**src/rtl/alu_pkg.sv**
```systemverilog
// Shared types and sizes for the ALU issue controller and its register file.
package alu_pkg;

  localparam int unsigned NUM_REGS = 4;
  localparam int unsigned DATA_W   = 4;
  localparam int unsigned IDX_W    = 2;
  localparam int unsigned SEL_W    = 4;
  localparam int unsigned OPCNT_W  = 8;

  typedef logic [DATA_W-1:0]  nibble_t;
  typedef logic [IDX_W-1:0]   reg_idx_t;
  typedef logic [SEL_W-1:0]   alu_sel_t;
  typedef logic [OPCNT_W-1:0] opcnt_t;

  typedef enum logic {
    IDLE  = 1'b0,
    ISSUE = 1'b1
  } issue_state_t;

  // Control fields latched at accept and presented to the ALU during ISSUE.
  typedef struct packed {
    alu_sel_t sel;
    logic     m;
    logic     cn;
    reg_idx_t rd;
  } alu_ctl_t;

  function automatic logic is_all_ones(input nibble_t v);
    return v == '1;
  endfunction

endpackage

```
**src/rtl/alu_regfile.sv**
```systemverilog
// 4 x 4-bit register file: two asynchronous read ports, one synchronous write port.
module alu_regfile
  import alu_pkg::*;
(
  input  logic     clk,
  input  logic     rst_n,
  input  reg_idx_t ra_addr,
  input  reg_idx_t rb_addr,
  output nibble_t  ra_data,
  output nibble_t  rb_data,
  input  logic     we,
  input  reg_idx_t wa,
  input  nibble_t  wd
);

  nibble_t rf_q [NUM_REGS];
  nibble_t rf_d [NUM_REGS];

  always_comb begin
    for (int i = 0; i < NUM_REGS; i++) rf_d[i] = rf_q[i];
    if (we) rf_d[wa] = wd;
  end

  always_ff @(posedge clk or negedge rst_n) begin
    if (!rst_n) begin
      for (int i = 0; i < NUM_REGS; i++) rf_q[i] <= '0;
    end else begin
      for (int i = 0; i < NUM_REGS; i++) rf_q[i] <= rf_d[i];
    end
  end

  assign ra_data = rf_q[ra_addr];
  assign rb_data = rf_q[rb_addr];

endmodule

```
**src/rtl/alu_issue_ctrl.sv**
```systemverilog
// Issues register-file operands to an external ALU and writes its result back.
// Optional completed-op counter enabled by defining ALU_ISSUE_OPCNT_EN.
module alu_issue_ctrl
  import alu_pkg::*;
(
  input  logic                clk,
  input  logic                rst_n,
  input  logic                instr_valid,
  output logic                instr_ready,
  input  logic [SEL_W-1:0]    instr_sel,
  input  logic                instr_m,
  input  logic                instr_cn,
  input  logic [IDX_W-1:0]    instr_ra,
  input  logic [IDX_W-1:0]    instr_rb,
  input  logic [IDX_W-1:0]    instr_rd,
  input  logic                instr_imm_en,
  input  logic [DATA_W-1:0]   instr_imm,
  output logic [SEL_W-1:0]    alu_sel,
  output logic [DATA_W-1:0]   alu_a,
  output logic [DATA_W-1:0]   alu_b,
  output logic                alu_m,
  output logic                alu_cn,
  input  logic [DATA_W-1:0]   alu_f,
  input  logic                alu_abflag,
  output logic                res_valid,
  output logic [DATA_W-1:0]   res_data,
  output logic [IDX_W-1:0]    res_rd,
  output logic                res_allone,
  output logic [OPCNT_W-1:0]  op_cnt
);

  issue_state_t state_q, state_d;
  logic         ready_q, ready_d;
  alu_ctl_t     ctl_q, ctl_d;
  nibble_t      a_q, a_d, b_q, b_d;
  logic         res_valid_q, res_valid_d;
  nibble_t      res_data_q, res_data_d;
  reg_idx_t     res_rd_q, res_rd_d;
  logic         res_allone_q, res_allone_d;

  logic     accept;
  logic     rf_we;
  reg_idx_t rf_wa;
  nibble_t  rf_wd;
  nibble_t  rf_ra_data, rf_rb_data;

  assign accept = instr_valid && ready_q;

  alu_regfile u_rf (
    .clk     (clk),
    .rst_n   (rst_n),
    .ra_addr (instr_ra),
    .rb_addr (instr_rb),
    .ra_data (rf_ra_data),
    .rb_data (rf_rb_data),
    .we      (rf_we),
    .wa      (rf_wa),
    .wd      (rf_wd)
  );

  always_ff @(posedge clk or negedge rst_n) begin
    if (!rst_n) begin
      state_q      <= IDLE;
      ready_q      <= 1'b1;
      ctl_q        <= '{sel: '0, m: 1'b0, cn: 1'b1, rd: '0};
      a_q          <= '0;
      b_q          <= '0;
      res_valid_q  <= 1'b0;
      res_data_q   <= '0;
      res_rd_q     <= '0;
      res_allone_q <= 1'b0;
    end else begin
      state_q      <= state_d;
      ready_q      <= ready_d;
      ctl_q        <= ctl_d;
      a_q          <= a_d;
      b_q          <= b_d;
      res_valid_q  <= res_valid_d;
      res_data_q   <= res_data_d;
      res_rd_q     <= res_rd_d;
      res_allone_q <= res_allone_d;
    end
  end

  // Immediates complete in IDLE; only ALU instructions visit ISSUE.
  always_comb begin
    state_d = state_q;
    case (state_q)
      IDLE:    if (accept && !instr_imm_en) state_d = ISSUE;
      ISSUE:   state_d = IDLE;
      default: state_d = IDLE;
    endcase
  end

  always_comb begin
    ready_d      = 1'b1;
    ctl_d        = ctl_q;
    a_d          = a_q;
    b_d          = b_q;
    res_valid_d  = 1'b0;
    res_data_d   = res_data_q;
    res_rd_d     = res_rd_q;
    res_allone_d = res_allone_q;
    rf_we        = 1'b0;
    rf_wa        = '0;
    rf_wd        = '0;
    case (state_q)
      IDLE: begin
        if (accept && instr_imm_en) begin
          rf_we        = 1'b1;
          rf_wa        = instr_rd;
          rf_wd        = instr_imm;
          res_valid_d  = 1'b1;
          res_data_d   = instr_imm;
          res_rd_d     = instr_rd;
          res_allone_d = is_all_ones(instr_imm);
        end else if (accept) begin
          ctl_d = '{sel: instr_sel, m: instr_m, cn: instr_cn, rd: instr_rd};
          a_d   = rf_ra_data;
          b_d   = rf_rb_data;
        end
      end
      ISSUE: begin
        rf_we        = 1'b1;
        rf_wa        = ctl_q.rd;
        rf_wd        = alu_f;
        res_valid_d  = 1'b1;
        res_data_d   = alu_f;
        res_rd_d     = ctl_q.rd;
        res_allone_d = alu_abflag;
      end
      default: ;
    endcase
    ready_d = (state_d == IDLE);
  end

`ifdef ALU_ISSUE_OPCNT_EN
  opcnt_t opcnt_q, opcnt_d;

  // Saturating count of completed ALU operations.
  always_comb begin
    opcnt_d = opcnt_q;
    if (state_q == ISSUE && opcnt_q != '1) opcnt_d = opcnt_q + OPCNT_W'(1);
  end

  always_ff @(posedge clk or negedge rst_n) begin
    if (!rst_n) opcnt_q <= '0;
    else        opcnt_q <= opcnt_d;
  end

  assign op_cnt = opcnt_q;
`else
  assign op_cnt = '0;
`endif

  assign instr_ready = ready_q;
  assign alu_sel     = ctl_q.sel;
  assign alu_m       = ctl_q.m;
  assign alu_cn      = ctl_q.cn;
  assign alu_a       = a_q;
  assign alu_b       = b_q;
  assign res_valid   = res_valid_q;
  assign res_data    = res_data_q;
  assign res_rd      = res_rd_q;
  assign res_allone  = res_allone_q;

endmodule

```
**config.mk**
```make
export PLATFORM = sky130hd
export DESIGN_NAME = alu_issue_ctrl
export DESIGN_NICKNAME = d
export VERILOG_FILES = /design/src/rtl/alu_pkg.sv /design/src/rtl/alu_regfile.sv /design/src/rtl/alu_issue_ctrl.sv
export SDC_FILE = /design/constraint.sdc
export NUM_CORES = 1
export LEC_CHECK = 0
export BUFFER_PORTS_ARGS = -buffer_cell sky130_fd_sc_hd__buf_4
export CAP_MARGIN = 5
export CORE_MARGIN = 2
export CORE_UTILIZATION = 55
export CTS_BUF_LIST = sky130_fd_sc_hd__clkbuf_4 sky130_fd_sc_hd__clkbuf_8 sky130_fd_sc_hd__clkbuf_16
export CTS_CLUSTER_DIAMETER = 50
export DETAILED_ROUTE_END_ITERATION = 16
export PLACE_DENSITY = 0.86
export SETUP_SLACK_MARGIN = 0.5
export SYNTH_ARGS = -nofsm -noshare
export SYNTH_HDL_FRONTEND = slang
export SYNTH_SLANG_ARGS = --single-unit
```
**constraint.sdc**
```tcl
create_clock -name clk -period 3.1 [get_ports clk]
set_clock_uncertainty 0.1 [all_clocks]
set_input_delay 0.155 -clock clk [delete_from_list [all_inputs] [get_ports clk]]
set_output_delay 0.155 -clock clk [all_outputs]
set_load 0.005 [all_outputs]
```
After elaboration in Yosys (flattened, before gate mapping)

Cells that the tools add are included.

Register bits after elaboration: 42
Input port bits: 25
Logic and storage cells: 57

Magnitude comparators: 4
Eq/ne operators: 2
Mux-type cells: 23
Bitwise logic cells: 6
Reductions and logical operators: 6

Operators by type and width:

| kind                 | number |
|---|---|
| $mux W4              | 7 |
| $bmux W4 S2          | 2 |
| $bwmux W16           | 1 |
| $pmux W4 S2          | 2 |
| $ge A3 B3 Y1 const B | 3 |
| $not A2 Y3           | 3 |
| $demux W4 S2         | 1 |
| $pmux W2 S2          | 2 |
| $pmux W1 S2          | 3 |
| $eq A4 B4 Y1 const B | 1 |
| $logic_and A1 B1 Y1  | 4 |
| $mux W2              | 2 |
| $lt A3 B1 Y1 const B | 1 |
| $mux W1              | 3 |
| $not A1 Y1           | 3 |
| $reduce_and A3 Y1    | 1 |
| $ne A2 B2 Y1 const B | 1 |
| $logic_not A1 Y1     | 1 |

Depth between registers and ports, before layout

Depth after elaboration: 10
Depth in mapped cells: 5
Gate-level depth less buffers: 4

Cells and area by module

A second synthesis with hierarchy kept.

Cells, all modules: 145
Area total of the unflattened synthesis: 2,016.9 um^2

Modules (own cells, without submodules):

| module         | instances | cells an instance | area each (um^2) | seq. area each (um^2) |
|---|---|---|---|---|
| alu_issue_ctrl | 1         | 101               | 1,209.9          | 653.1 |
| alu_regfile    | 1         | 44                | 807.0            | 400.4 |

Worst setup path before layout

No wires, ideal clock.

Path kind: register to register
From: register ready_q (netlist: instr_ready)
To: register a_q[3] (netlist: alu_a[3])
Library setup time: 125 ps
Data arrival time: 1,439 ps
Required time: 2,875 ps
Slack: 1,436 ps
Stages on the path, launching flop included: 5
Buffers on the path: 1
Path through: dfstp_2 > nand2_1 > nor3_4 > buf_6 > mux2_2

Word-level cells in the longest chain between the ends: 4

Ends and longest elaborated chain:

| element                       | line                  | text |
|---|---|---|
| from (decl)                   | alu_issue_ctrl.sv:33  | `logic ready_q, ready_d;` |
| from (signal assigned)        | alu_issue_ctrl.sv:74  | `ready_q <= ready_d;` |
| $logic_and A1 B1 Y1 *         | alu_issue_ctrl.sv:47  | `assign accept = instr_valid && ready_q;` |
| $logic_and A1 B1 Y1           | alu_issue_ctrl.sv:109 | `if (accept && instr_imm_en) begin` |
| $not A1 Y1 (no line)          | -                     |  |
| $reduce_and A3 Y1 (no line) * | -                     |  |
| to (signal assigned)          | alu_issue_ctrl.sv:66  | `a_q <= '0;` |
| to (signal assigned)          | alu_issue_ctrl.sv:76  | `a_q <= a_d;` |
| to (decl)                     | alu_issue_ctrl.sv:35  | `nibble_t a_q, a_d, b_q, b_d;` |

Mark *: on every way between the ends. The rest lies on a longest branch, timed or not.
A chain may end at the register's enable or synchronous reset.

Final worst setup path

From: register state_q
To: register a_q[3] (netlist: alu_a[3])

Word-level cells in the longest chain between the ends: 2

Ends and longest elaborated chain:

| element                     | line                 | text |
|---|---|---|
| from (decl)                 | alu_issue_ctrl.sv:32 | `issue_state_t state_q, state_d;` |
| from (signal assigned)      | alu_issue_ctrl.sv:73 | `state_q <= state_d;` |
| $not A1 Y1 (no line)        | -                    |  |
| $reduce_and A3 Y1 (no line) | -                    |  |

Every way passes these cells.

==> impl_summary.log <==
INFO  metric post_cts_hold_buffer_count = 11
INFO  metric mostFrequentLayoutCells = sky130_fd_sc_hd__buf_4 (47), sky130_fd_sc_hd__dfrtp_1 (40), sky130_fd_sc_hd__mux2_2 (23)
INFO  metric crit_start = state_q$_DFF_PN0_
INFO  metric worst-setup-path-type = reg -> reg
INFO  metric drive_above_1_share = 0.495
INFO  metric dieWidth = 64.2 um
INFO  metric grt_start_max_net_pins = 43
INFO  metric final_antenna_net_count = 0
INFO  metric cts_tree = yes
INFO  metric worst_skew_pair.late_latency = 0.35 ns
INFO  metric port-buffer-count = 47
INFO  metric vias = 1275
INFO  metric place.gp.congestion = 0.744
INFO  metric timing.setup.tns = 0 ns
INFO  metric ranking_of_synthesized_cells_by_area = sky130_fd_sc_hd__dfrtp_1 (50%), sky130_fd_sc_hd__mux2_2 (13%), sky130_fd_sc_hd__mux4_2 (9.0%), sky130_fd_sc_hd__mux2_1 (7.3%), sky130_fd_sc_hd__buf_4 (4.5%)
INFO  metric core-area = 3420 um^2
INFO  metric cp.arrival = 2.17 ns
INFO  metric clock_sinks = 42
INFO  metric floorplan.initialDensity = 0.584
INFO  metric die_h = 64.2 um
INFO  metric multiInputGateArea = 840 um^2
INFO  metric worst-path-max-fanout = 19
INFO  metric timing.hold.worst.start = instr_valid
INFO  metric synth_top_area_frac = 0.502
INFO  metric number_of_antenna_violations_at_the_first_check_in_global_routing = 0
INFO  metric detail_route.first_pass.iterations = 4
INFO  metric initialDrtViolationCount = 41
INFO  metric dominant_cell_type_by_area_after_synthesis = sky130_fd_sc_hd__dfrtp_1
INFO  metric min_delay_path_depth = 3
INFO  metric timing_hold_violations_final = 0
INFO  metric seqCellArea = 1050 um^2
INFO  metric pins_over_their_slew_limit = 0
INFO  metric cts_buffer_count = 5
INFO  metric outcome = finished, final reports clean
INFO  metric timing.fmax = 493 MHz
INFO  metric synth_sequential_area_ratio = 0.528
INFO  metric worst-endpoint-required = 3.24 ns
INFO  metric async_reset_ff_frac = 1.00
INFO  metric syn_area = 2000 um^2
INFO  metric p_r_area_growth_vs_syn = 25.4%
INFO  metric cell_at_the_root_of_the_clock_tree = sky130_fd_sc_hd__clkbuf_4
INFO  metric drcViolationCount = 0
INFO  metric crit-reg2reg-launch = state_q$_DFF_PN0_
INFO  metric report.final.setup_viol = 0
INFO  metric grt.overflow.total = 0
INFO  metric synth_edf_count = 0
INFO  metric yosys_warnings = 0
INFO  metric number_of_distinct_library_cell_variants_in_the_gate_level_netlist_after_synthesis = 31
INFO  metric grt_setup_unrepaired = false
INFO  metric num_io_pins = 56
INFO  metric hold_path_class = in -> reg
INFO  metric vdd_ir_drop_max = 0.375 mV
INFO  metric num_antenna_cells = 0
INFO  metric fillCellCount = 233
INFO  metric capturing_element_type_of_the_critical_path = flip-flop
INFO  metric crit_path_time_final = 2.03 ns
INFO  metric clock_tree.buffer_depth = 2
INFO  metric report.power.total = 1.57 mW
INFO  metric max_cap_viols = 0
INFO  metric tightest_slew = 0.756 ns
INFO  metric cts.repair_timing.setup_buffer_count = 0
INFO  metric netlist_instances = 138
INFO  metric route.detailed.wl_per_inst = 16.1 um
INFO  metric yosys_most_used_dff = sky130_fd_sc_hd__dfrtp_1
INFO  metric worst-r2r-cell-count = 2
INFO  metric postSynthAreaPerCell = 14.5 um^2
INFO  metric rows = 21
INFO  metric grt.total_usage = 0.219
INFO  metric wire_length_of_the_first_global_routing_pass = 6800 um
INFO  metric die_area = 4130 um^2
INFO  metric number_of_global_route_vias_before_repair = 1416
INFO  metric final_common_cell = sky130_fd_sc_hd__buf_4
INFO  metric avgViaCountPerCell = 5.27
INFO  metric detailedPlacementHpwl = 2860 um
INFO  metric clk_pin_slew_worst_paths = 0.12 ns
INFO  metric final_min_period_over_clock_period = 0.654
INFO  metric cts_max_level = 2
INFO  metric synth.ff_latch_count = 42
INFO  metric powerDensity = 629 nW/um^2
INFO  metric leakage = 1.17 nW
INFO  metric drt_wl_total = 3900 um
INFO  metric slew_headroom = 0.494
INFO  metric start_kind = flip-flop
INFO  metric cts.repair.resized = 0
INFO  metric final_net_count = 220
[layer usage]
metal / global-route usage / wire, um / vias up
li1: - / - / 590
met1: 0.277 / 1630 / 635
met2: 0.367 / 2020 / 44
met3: 0.0563 / 204 / 6
met4: 0.0771 / 44 / 0
met5: 0 / 0 / -
[worst max-delay path, stage by stage (launching register included)]
cell and delay (ns):
sky130_fd_sc_hd__dfrtp_1 0.66, sky130_fd_sc_hd__nor3_4 0.75, sky130_fd_sc_hd__mux2_2 0.41
[area by class of cell]
class / count / area share
multi-input combinational: 85 / 0.335
sequential: 42 / 0.421
tap: 46 / 0.0230
inverter: 3 / 0.00450
clock inverter: 3 / 0.0160
timing repair buffer: 58 / 0.185
clock buffer: 5 / 0.0150
[path summary, 6_finish.rpt]
kind,endpoint,slack (ns)
setup / recovery,alu_a[3]$_DFFE_PN0P_,1.07
hold / removal,state_q$_DFF_PN0_,0.12
setup reg to reg,alu_a[3]$_DFFE_PN0P_,1.07
hold reg to reg,res_data[0]$_DFFE_PN0P_,0.40
max in group asynchronous,alu_cn$_DFFE_PN1P_,2.32
min in group asynchronous,ctl_q[0]$_DFFE_PN0P_,0.20
[sequential cells by signal (all words and copies together), names as in the netlist]
register,count
ctl_q,2
alu_cn,1
instr_ready,1
res_data,4
alu_m,1
res_allone,1
state_q,1
u_rf.rf_q,16
res_rd,2
alu_b,4
alu_sel,4
res_valid,1
alu_a,4
[per-stage QoR]
step           cell area, um^2  worst slack, ns  instances   util  hold slack [ns]
3_5_place_dp              2310             1.08        223  0.678           0.0661
5_1_grt                   2500            0.971        242  0.733            0.119
3_3_place_gp              2310             1.15        223  0.678           0.0564
4_1_cts                   2500             1.06        242  0.733            0.125
6_report                  2500             1.07        242  0.733            0.121
2_1_floorplan             2020             1.44        145      -           -0.241
[cell families (layout without fill, tap and decap cells)]
group,count (synthesis),in the layout,synth area share
multiplexers,44,44,0.293
flip-flops,42,42,0.528
AND/OR/NAND/NOR,21,21,0.0640
buffers and inverters,18,69,0.0646
AO/OA/AOI/OAI,12,12,0.0483
other,1,8,0.00188
[synthesized netlist by cell type (2+ instances only)]
cell type and instances:
sky130_fd_sc_hd__a21o_1 2, sky130_fd_sc_hd__buf_4 12, sky130_fd_sc_hd__buf_6 2, sky130_fd_sc_hd__dfrtp_1 40, sky130_fd_sc_hd__dfstp_2 2, sky130_fd_sc_hd__inv_1 3
sky130_fd_sc_hd__mux2_1 13, sky130_fd_sc_hd__mux2_2 23, sky130_fd_sc_hd__mux4_2 8, sky130_fd_sc_hd__nand2_1 6, sky130_fd_sc_hd__nand2_2 2, sky130_fd_sc_hd__nand4_1 2
sky130_fd_sc_hd__nor2_1 3, sky130_fd_sc_hd__o21ai_1 3
[power breakdown]
| group | total, mW | internal [mW] | switching (mW) |
|---|---|---|---|
| Combinational | 0.430 | 0.284 | 0.146 |
| Clock | 0.340 | 0.167 | 0.173 |
| Sequential | 0.804 | 0.700 | 0.103 |
(Power assumes the default switching activity.)
